$ cat config.mk
export PLATFORM = sky130hd
export DESIGN_NAME = mem_port_arbiter_flat
export DESIGN_NICKNAME = d
export VERILOG_FILES = /design/src/rtl/mem_port_arbiter_if.sv /design/src/rtl/mem_port_arbiter.sv /design/src/flat_wrapper.sv
export SDC_FILE = /design/constraint.sdc
export NUM_CORES = 1
export LEC_CHECK = 0
export BUFFER_PORTS_ARGS = -buffer_cell sky130_fd_sc_hd__buf_2
export CAP_MARGIN = 10
export CORE_AREA = 3 3 96 98
export CTS_BUF_LIST = sky130_fd_sc_hd__clkbuf_8
export CTS_CLUSTER_DIAMETER = 60
export CTS_CLUSTER_SIZE = 40
export DETAILED_ROUTE_END_ITERATION = 10
export DIE_AREA = 0 0 99 101
export GPL_ROUTABILITY_DRIVEN = 0
export MAX_ROUTING_LAYER = met4
export PLACE_DENSITY_LB_ADDON = 0.12
export SLEW_MARGIN = 15
export SYNTH_ARGS = -nofsm -noshare
export SYNTH_HDL_FRONTEND = slang
export SYNTH_SLANG_ARGS = --single-unit
$ cat constraint.sdc
create_clock -name CLK -period 3.6 [get_ports CLK]
set_input_delay 0.36 -clock CLK [delete_from_list [all_inputs] [get_ports CLK]]
set_output_delay 0.36 -clock CLK [all_outputs]
set_load 0.01 [all_outputs]
$ cat src/rtl/mem_port_arbiter_if.sv
`default_nettype none
// mem_port_arbiter_if : requester, memory and debug signals of the shared memory port | rev 1.0

interface mem_port_arbiter_if #(
  parameter int ADDR_W = 16,
  parameter int DATA_W = 32
);
  logic              CpuReq;
  logic              CpuWe;
  logic [ADDR_W-1:0] CpuAddr;
  logic [DATA_W-1:0] CpuWData;
  logic              CpuGnt;
  logic              CpuRValid;
  logic [DATA_W-1:0] CpuRData;

  logic              DmaReq;
  logic              DmaWe;
  logic [ADDR_W-1:0] DmaAddr;
  logic [DATA_W-1:0] DmaWData;
  logic              DmaGnt;
  logic              DmaRValid;
  logic [DATA_W-1:0] DmaRData;

  logic [ADDR_W-1:0] MemAddr;
  logic [DATA_W-1:0] MemWData;
  logic              MemWe;
  logic [DATA_W-1:0] MemRData;
  logic [1:0]        Owner;

  modport master (
    output CpuReq, CpuWe, CpuAddr, CpuWData,
    output DmaReq, DmaWe, DmaAddr, DmaWData,
    output MemRData,
    input  CpuGnt, CpuRValid, CpuRData,
    input  DmaGnt, DmaRValid, DmaRData,
    input  MemAddr, MemWData, MemWe, Owner
  );

  modport slave (
    input  CpuReq, CpuWe, CpuAddr, CpuWData,
    input  DmaReq, DmaWe, DmaAddr, DmaWData,
    input  MemRData,
    output CpuGnt, CpuRValid, CpuRData,
    output DmaGnt, DmaRValid, DmaRData,
    output MemAddr, MemWData, MemWe, Owner
  );
endinterface

`default_nettype wire

$ cat src/rtl/mem_port_arbiter.sv
`default_nettype none
// mem_port_arbiter : round-robin CPU/DMA share of one memory port, hold limit, registered read return | rev 1.0

module mem_port_arbiter #(
  parameter int ADDR_W   = 16,
  parameter int DATA_W   = 32,
  parameter int MAX_HOLD = 8
) (
  input  logic               CLK,
  input  logic               RST,
  mem_port_arbiter_if.slave  bus
);

  localparam logic [1:0] S_IDLE = 2'b00;
  localparam logic [1:0] S_CPU  = 2'b01;
  localparam logic [1:0] S_DMA  = 2'b10;

  localparam int              HOLD_W    = (MAX_HOLD > 1) ? $clog2(MAX_HOLD) : 1;
  localparam logic [HOLD_W-1:0] HOLD_LAST = HOLD_W'(MAX_HOLD - 1);

  logic [1:0]        r_owner;
  logic              r_last;      // 0 = CPU won last, 1 = DMA won last
  logic [HOLD_W-1:0] r_hold;
  logic              r_cpu_rvalid, r_dma_rvalid;
  logic [DATA_W-1:0] r_cpu_rdata,  r_dma_rdata;

  logic              w_cpu_gnt, w_dma_gnt;
  logic              w_own_req, w_oth_req;
  logic [1:0]        w_oth;
  logic [1:0]        w_next;
  logic [HOLD_W-1:0] w_hold_nxt;

  assign w_cpu_gnt = bus.CpuReq && (r_owner == S_CPU) && !RST;
  assign w_dma_gnt = bus.DmaReq && (r_owner == S_DMA) && !RST;

  always_comb begin
    bus.MemAddr  = '0;
    bus.MemWData = '0;
    case (r_owner)
      S_CPU: begin
        bus.MemAddr  = bus.CpuAddr;
        bus.MemWData = bus.CpuWData;
      end
      S_DMA: begin
        bus.MemAddr  = bus.DmaAddr;
        bus.MemWData = bus.DmaWData;
      end
      default: ;
    endcase
  end

  assign bus.MemWe = (w_cpu_gnt && bus.CpuWe) || (w_dma_gnt && bus.DmaWe);

  // View the current owner's request against the other side's, independent of who owns.
  always_comb begin
    w_own_req = 1'b0;
    w_oth_req = 1'b0;
    w_oth     = S_IDLE;
    case (r_owner)
      S_CPU: begin
        w_own_req = bus.CpuReq;
        w_oth_req = bus.DmaReq;
        w_oth     = S_DMA;
      end
      S_DMA: begin
        w_own_req = bus.DmaReq;
        w_oth_req = bus.CpuReq;
        w_oth     = S_CPU;
      end
      default: ;
    endcase
  end

  always_comb begin
    w_next     = r_owner;
    w_hold_nxt = r_hold;
    case (r_owner)
      S_IDLE: begin
        if (bus.CpuReq && bus.DmaReq) w_next = r_last ? S_CPU : S_DMA;
        else if (bus.CpuReq)          w_next = S_CPU;
        else if (bus.DmaReq)          w_next = S_DMA;
      end
      S_CPU, S_DMA: begin
        if (!w_own_req) begin
          w_next = w_oth_req ? w_oth : S_IDLE;
        end else if (w_oth_req) begin
          if (r_hold == HOLD_LAST) w_next = w_oth;
          else                     w_hold_nxt = r_hold + 1'b1;
        end else begin
          w_hold_nxt = '0;
        end
      end
      default: w_next = S_IDLE;
    endcase
  end

  always_ff @(posedge CLK) begin
    if (RST) begin
      r_owner <= S_IDLE;
      r_last  <= 1'b1;
      r_hold  <= '0;
    end else begin
      r_owner <= w_next;
      if (w_next != r_owner && w_next != S_IDLE) begin
        r_last <= (w_next == S_DMA);
        r_hold <= '0;
      end else begin
        r_hold <= w_hold_nxt;
      end
    end
  end

  always_ff @(posedge CLK) begin
    if (RST) begin
      r_cpu_rvalid <= 1'b0;
      r_dma_rvalid <= 1'b0;
      r_cpu_rdata  <= '0;
      r_dma_rdata  <= '0;
    end else begin
      r_cpu_rvalid <= w_cpu_gnt && !bus.CpuWe;
      r_dma_rvalid <= w_dma_gnt && !bus.DmaWe;
      if (w_cpu_gnt && !bus.CpuWe) r_cpu_rdata <= bus.MemRData;
      if (w_dma_gnt && !bus.DmaWe) r_dma_rdata <= bus.MemRData;
    end
  end

  assign bus.CpuGnt    = w_cpu_gnt;
  assign bus.DmaGnt    = w_dma_gnt;
  assign bus.CpuRValid = r_cpu_rvalid;
  assign bus.DmaRValid = r_dma_rvalid;
  assign bus.CpuRData  = r_cpu_rdata;
  assign bus.DmaRData  = r_dma_rdata;
  assign bus.Owner     = r_owner;

endmodule

`default_nettype wire

$ cat src/flat_wrapper.sv
// flat-port wrapper written by rule: the top's interface ports become plain ports
module mem_port_arbiter_flat 
#(
  parameter int ADDR_W   = 16,
  parameter int DATA_W   = 32,
  parameter int MAX_HOLD = 8
)
  (CLK, RST, bus_CpuReq, bus_CpuWe, bus_CpuAddr, bus_CpuWData, bus_DmaReq, bus_DmaWe, bus_DmaAddr, bus_DmaWData, bus_MemRData, bus_CpuGnt, bus_CpuRValid, bus_CpuRData, bus_DmaGnt, bus_DmaRValid, bus_DmaRData, bus_MemAddr, bus_MemWData, bus_MemWe, bus_Owner);
  mem_port_arbiter_if #(.ADDR_W(ADDR_W), .DATA_W(DATA_W)) bus_i ();
  input  logic CLK;
  input  logic RST;
  input wire logic [$bits(bus_i.CpuReq)-1:0] bus_CpuReq;
  input wire logic [$bits(bus_i.CpuWe)-1:0] bus_CpuWe;
  input wire logic [$bits(bus_i.CpuAddr)-1:0] bus_CpuAddr;
  input wire logic [$bits(bus_i.CpuWData)-1:0] bus_CpuWData;
  input wire logic [$bits(bus_i.DmaReq)-1:0] bus_DmaReq;
  input wire logic [$bits(bus_i.DmaWe)-1:0] bus_DmaWe;
  input wire logic [$bits(bus_i.DmaAddr)-1:0] bus_DmaAddr;
  input wire logic [$bits(bus_i.DmaWData)-1:0] bus_DmaWData;
  input wire logic [$bits(bus_i.MemRData)-1:0] bus_MemRData;
  output wire logic [$bits(bus_i.CpuGnt)-1:0] bus_CpuGnt;
  output wire logic [$bits(bus_i.CpuRValid)-1:0] bus_CpuRValid;
  output wire logic [$bits(bus_i.CpuRData)-1:0] bus_CpuRData;
  output wire logic [$bits(bus_i.DmaGnt)-1:0] bus_DmaGnt;
  output wire logic [$bits(bus_i.DmaRValid)-1:0] bus_DmaRValid;
  output wire logic [$bits(bus_i.DmaRData)-1:0] bus_DmaRData;
  output wire logic [$bits(bus_i.MemAddr)-1:0] bus_MemAddr;
  output wire logic [$bits(bus_i.MemWData)-1:0] bus_MemWData;
  output wire logic [$bits(bus_i.MemWe)-1:0] bus_MemWe;
  output wire logic [$bits(bus_i.Owner)-1:0] bus_Owner;
  assign bus_i.CpuReq = bus_CpuReq;
  assign bus_i.CpuWe = bus_CpuWe;
  assign bus_i.CpuAddr = bus_CpuAddr;
  assign bus_i.CpuWData = bus_CpuWData;
  assign bus_i.DmaReq = bus_DmaReq;
  assign bus_i.DmaWe = bus_DmaWe;
  assign bus_i.DmaAddr = bus_DmaAddr;
  assign bus_i.DmaWData = bus_DmaWData;
  assign bus_i.MemRData = bus_MemRData;
  assign bus_CpuGnt = bus_i.CpuGnt;
  assign bus_CpuRValid = bus_i.CpuRValid;
  assign bus_CpuRData = bus_i.CpuRData;
  assign bus_DmaGnt = bus_i.DmaGnt;
  assign bus_DmaRValid = bus_i.DmaRValid;
  assign bus_DmaRData = bus_i.DmaRData;
  assign bus_MemAddr = bus_i.MemAddr;
  assign bus_MemWData = bus_i.MemWData;
  assign bus_MemWe = bus_i.MemWe;
  assign bus_Owner = bus_i.Owner;
  mem_port_arbiter #(.ADDR_W(ADDR_W), .DATA_W(DATA_W), .MAX_HOLD(MAX_HOLD)) u_core (.CLK(CLK), .RST(RST), .bus(bus_i));
endmodule
# Word level (Yosys, flattened, before mapping)
# Index checks and enable logic that the tools add are counted.
# Widths: inputs -> output; s select.
[word_totals]
out_inout_bits = 119
inputBits = 134
ff_bits = 72
wordCells = 49
[classes]
reduce_logical = 19
mux = 16
addsub = 1
eq_ne = 6
[op_table]
columns = ["op", "count"]
rows = [
  ["$pmux 32 s2", 1],
  ["$pmux 16 s2", 1],
  ["$mux 2", 8],
  ["$logic_and 1x1->1", 10],
  ["$pmux 2 s2", 2],
  ["$mux 3", 2],
  ["$eq 2x2->1 const B", 2],
  ["$pmux 1 s2", 2],
  ["$reduce_or 2->1", 2],
  ["$add 3x1->3 const B", 1],
  ["$eq 3x3->1 const B", 1],
  ["$logic_not 1->1", 3],
  ["$reduce_and 3->1", 1],
  ["$eq 2x1->1 const B", 1],
  ["$logic_not 2->1", 1],
  ["$ne 2x2->1", 1],
  ["$ne 2x2->1 const B", 1],
  ["$reduce_bool 2->1", 1],
  ["$logic_or 1x1->1", 1],
]

# Depth between registers and ports, before layout
[depth]
ltp_word = 9
mapped_depth = 8
depth_no_buf = 7

# Worst setup path before layout
# Ideal clock, no wire load.
[synth_timing]
path_kind = "flip-flop to flip-flop"
start = "register u_core.r_owner[0], in the netlist u_core.bus.Owner[0]"
end = "register u_core.r_last"
setup_time_ps = 120
t_required_ps = 3480
path_stages_with_launch = 9
setup_slack_ps = 1258
arrival_ps = 2222
path_buffers = 1
cell_sequence = "dfxtp_1 -> inv_1 -> ha_1 -> clkbuf_1 -> and3_1 -> a32oi_2 -> o211ai_1 -> a2111o_1 -> a211o_1"
[synth_via]
elab_chain_cells = 8
word_cells_on_any_way = 19
cone_classes = "4 x eq/ne; 11 x mux; 4 x reduce/logical"
[synth_rtl]
columns = ["element", "line", "rtl"]
rows = [
  ["from (decl)", "mem_port_arbiter.sv:21", "logic [1:0] r_owner;"],
  ["from (signal assigned)", "mem_port_arbiter.sv:103", "r_owner <= w_next;"],
  ["$eq 2x2->1 / $eq 2x1->1 (equally long branches)", "mem_port_arbiter.sv:59, mem_port_arbiter.sv:77", ""],
  ["$pmux 2 s2", "mem_port_arbiter.sv:59", "case (r_owner)"],
  ["$mux 2", "mem_port_arbiter.sv:87", "if (r_hold == HOLD_LAST) w_next = w_oth;"],
  ["$mux 2", "mem_port_arbiter.sv:86", "end else if (w_oth_req) begin"],
  ["$mux 2", "mem_port_arbiter.sv:84", "if (!w_own_req) begin"],
  ["$pmux 2 s2", "mem_port_arbiter.sv:77", "case (r_owner)"],
  ["$ne 2x2->1 / $reduce_bool 2->1 (equally long branches)", "mem_port_arbiter.sv:104", "if (w_next != r_owner && w_next != S_IDLE) begin"],
  ["$logic_and 1x1->1", "mem_port_arbiter.sv:104", ""],
  ["to (signal assigned)", "mem_port_arbiter.sv:105", "r_last <= (w_next == S_DMA);"],
  ["to (decl)", "mem_port_arbiter.sv:22", "logic r_last;"],
]
# Several ways; a longest one is shown, not always the timed one.
# A chain may end at the register's enable or synchronous reset.

# Worst setup path after layout
[layout_timing]
start = "register u_core.r_owner[0], in the netlist u_core.bus.Owner[0]"
end = "output bus_MemWe"
[layout_via]
elab_chain_cells = 5
word_cells_on_any_way = 9
cone_classes = "2 x eq/ne; 7 x reduce/logical"
[layout_rtl]
columns = ["element", "line", "rtl"]
rows = [
  ["$eq 2x1->1 / $eq 2x2->1 (equally long branches)", "mem_port_arbiter.sv:33, mem_port_arbiter.sv:34", ""],
  ["$logic_and 1x1->1 (on tied branches) (2 in a row)", "mem_port_arbiter.sv:33, mem_port_arbiter.sv:34", ""],
  ["$logic_and 1x1->1", "mem_port_arbiter.sv:52", "assign bus.MemWe = (w_cpu_gnt && bus.CpuWe) || (w_dma_gnt && bus.DmaWe);"],
  ["$logic_or 1x1->1 (*)", "mem_port_arbiter.sv:52", ""],
  ["to (decl)", "flat_wrapper.sv:29", "output wire logic [$bits(bus_i.MemWe)-1:0] bus_MemWe;"],
]
# Mark *: on every way between the ends. The rest lies on a longest branch, timed or not.

==> results.txt <==
synthesis warning total - 0
# port buffers - 252
DRC viols - 0
async set-or-reset flop fraction in the synthesized netlist - 0%
Yosys top cell by area - dfxtp_1
Starting Density - 42.7%
Die W - 99 um
Avg Vias per Cell - 5.39
Std-Cell Rows - 34
Pleak - 2.75 nW
crit path max fanout - 20
gr usage total - 27.4%
hold path cells - 3
Max Slew Vio Count - 0
largest net degree at the start of global routing - 41
post-synthesis mux area share - 0%
synthesized area - 3650 sq um
Hold Path Sink - u_core.bus.DmaRData[25]
Final Non-Filler Cells - 818
count leader, synth - nand2_1
Critical R2R Capture - u_core.r_hold[0]
Clock Skews - 0.0110 ns
core area - 8550 sq um
Syn Inst Count - 477
Final period util - 77.4%
Clock Tree Buf Depth - 2
nature of the critical path endpoint - output port
Main synth FF type - dfxtp_1
Max VDD drop - 0.000228 V
minimum clock period - 2.79 ns
Final setup viols - 0
vias in the first global route - 4,108
total routed wirelength - 13,900 um
Worst Setup Start Kind - flip-flop
die height - 101 um
Detail Route Antenna Nets - 0
met3 global-route usage - 7.96%
met1 Track Usage GR - 32.9%
worst endpoint required time - 3.24 ns
critical path class - flip-flop to output port
final hold violation count - 0
Achievable Freq - 359 MHz
Root Driver - clkbuf_8
status - completed
M2 GR Usage - 44.7%
Simple-Gate Fraction of Synth Area - 22.8%
die area - 10000 sq um
total power - 0.00206 W
Ports - 253
worst slew pin tran - 0.753 ns
RSZ-0062 raised after global routing - false
Synth Area in Compound Gates - 29.8%
Critical Path AT - 2.43 ns
cts bufs inserted - 9
hold_sp - bus_MemRData[25]
PnR worst setup slack - 0.814 ns
Hold/Removal Path Class - primary input to flip-flop
Yosys top cell area share - 39.5%
hold_buf cts - 0
routed len/inst - 17.0 um
post-synthesis sequential area ratio - 39.5%
layout cell share with drive strength beyond 1 - 40.9%
Iteration-0 DRC Markers - 240
adder-cell share of the synthesized area - 2.33%
H-tree levels - 3
first-pass GRT wire length - 21,400 um
gr ovfl total - 0
Avg Synthesized Cell Area - 7.65 sq um
initial antenna violation count - 3
number of enable flip-flop cells after synthesis - 0
Pwr per Cell Area - 400 nW/um^2
largest family of logic cells by synthesized area - compound AO/OA/AOI/OAI gates
Worst R2R Path Depth - 7
Reg clk slew, reported paths - 0.08 ns
DR vias - 4,406
worst hold margin - 0.212 ns
synth cell count leaders - nand2_1, dfxtp_1, o211ai_1, nor2_1, a22oi_1
Layout area overhead - 41.1%
post-CTS setup buffer count - 0
cell count after placement - 800
CTS tree - yes
RR Startpoint - u_core.bus.Owner[0]
flop-to-flop setup slack - 0.89 ns
PostCTS Resize Cnt - 0
Synth Area in XOR/XNOR - 0%
layer with the highest usage - met2
clock net sink count - 72
ranking of synthesized cells by area - dfxtp_1, nand2_1, o211ai_1, a22oi_1, nor2_1
final net count - 843
Post-Syn Nets - 617
clk_lat worst skew - 0.34 ns
drt pass-1 iters - 5
Yosys cell types - 43
dpl ws - 0.956 ns
HPWL Detailed - 10,500 um
Max Cap Violations - 0
Final TNS setup - 0 ns
synthesized flop and latch total - 72
Max-slew headroom - 49.7%
routing by layer:
layer	up-vias	routed length, um	share of wire, %
met5	-	0	0
met4	0	202	1.5
met3	18	1260	9.0
met2	198	6720	48
met1	2037	5750	41
li1	2153	-	-
through the flow:
stage               area [sq um]  util [%]
detailed placement          4950      57.9
global placement            4950      57.9
floorplan                   3650         -
CTS                         5140      60.2
finish                      5150      60.3
global route                5150      60.3
registers in the layout, indices dropped and copies added (netlist names):
register / count
u_core.r_hold: 3
u_core.bus.Owner: 2
u_core.bus.CpuRData: 32
u_core.r_last: 1
u_core.bus.DmaRValid: 1
u_core.bus.DmaRData: 32
u_core.bus.CpuRValid: 1
how the worst max path moves through the flow:
| stage | start | endpoint | slack (ns) | cells past startpoint |
|---|---|---|---|---|
| after global routing | u_core.bus.Owner[1] | bus_MemWe | 0.56 | 6 |
| after floorplan | u_core.bus.Owner[0] | u_core.r_last | 1.26 | 8 |
| after global placement | u_core.bus.Owner[0] | u_core.r_last | 1.09 | 7 |
| after detailed placement | u_core.bus.Owner[0] | u_core.r_hold[0] | 0.96 | 7 |
| final | u_core.bus.Owner[0] | bus_MemWe | 0.81 | 5 |
| after CTS | u_core.bus.Owner[0] | bus_MemWe | 0.81 | 5 |
critical path, cell delays in order, from the launching register on:
cell     delay, ns
dfxtp_1       0.50
ha_2          0.47
nand2_1       0.53
nor2_1        0.29
a22o_1        0.17
buf_2         0.13
cell usage in the layout (no fill, tap or decap), types with 2 or more instances in the layout:
| cell | instances |
|---|---|
| o211ai_1 | 65 |
| a21boi_0 | 3 |
| o21ai_0 | 3 |
| a21oi_1 | 3 |
| nand2_1 | 134 |
| ha_1 | 4 |
| buf_4 | 10 |
| diode_2 | 3 |
| nor3_2 | 2 |
| and4bb_2 | 2 |
| ha_2 | 2 |
| dfxtp_1 | 72 |
| clkbuf_8 | 10 |
| nor4_1 | 4 |
| inv_1 | 4 |
| a22o_1 | 3 |
| a22oi_1 | 48 |
| buf_2 | 252 |
| and4_1 | 2 |
| clkinvlp_4 | 3 |
| a211oi_1 | 2 |
| nor2_1 | 52 |
| o2bb2ai_1 | 2 |
| a211o_1 | 2 |
cells by family (layout without fill, tap and decap cells):
kind of cell,Yosys count,in the layout
flops,72,72
buf+inv,52,282
simple gates,204,204
other cells,0,3
fa+ha+maj,7,7
compound gates,142,142
power breakdown:
group	switching (W)	internal [W]
Combinational	0.000359	0.000225
Sequential	0.0000217	0.000824
Clock	0.000299	0.000334
Total	0.000680	0.00138
layout make-up:
class / count / area, sq um
Fill cell: 878 / 3400
Inverter: 5 / 18.8
Timing Repair Buffer: 262 / 1340
Tap cell: 108 / 135
Sequential cell: 72 / 1440
Antenna cell: 3 / 7.51
Multi-Input combinational cell: 353 / 2020
Clock inverter: 5 / 57.6
Clock buffer: 10 / 138
Power figures use the tool's default switching activity.
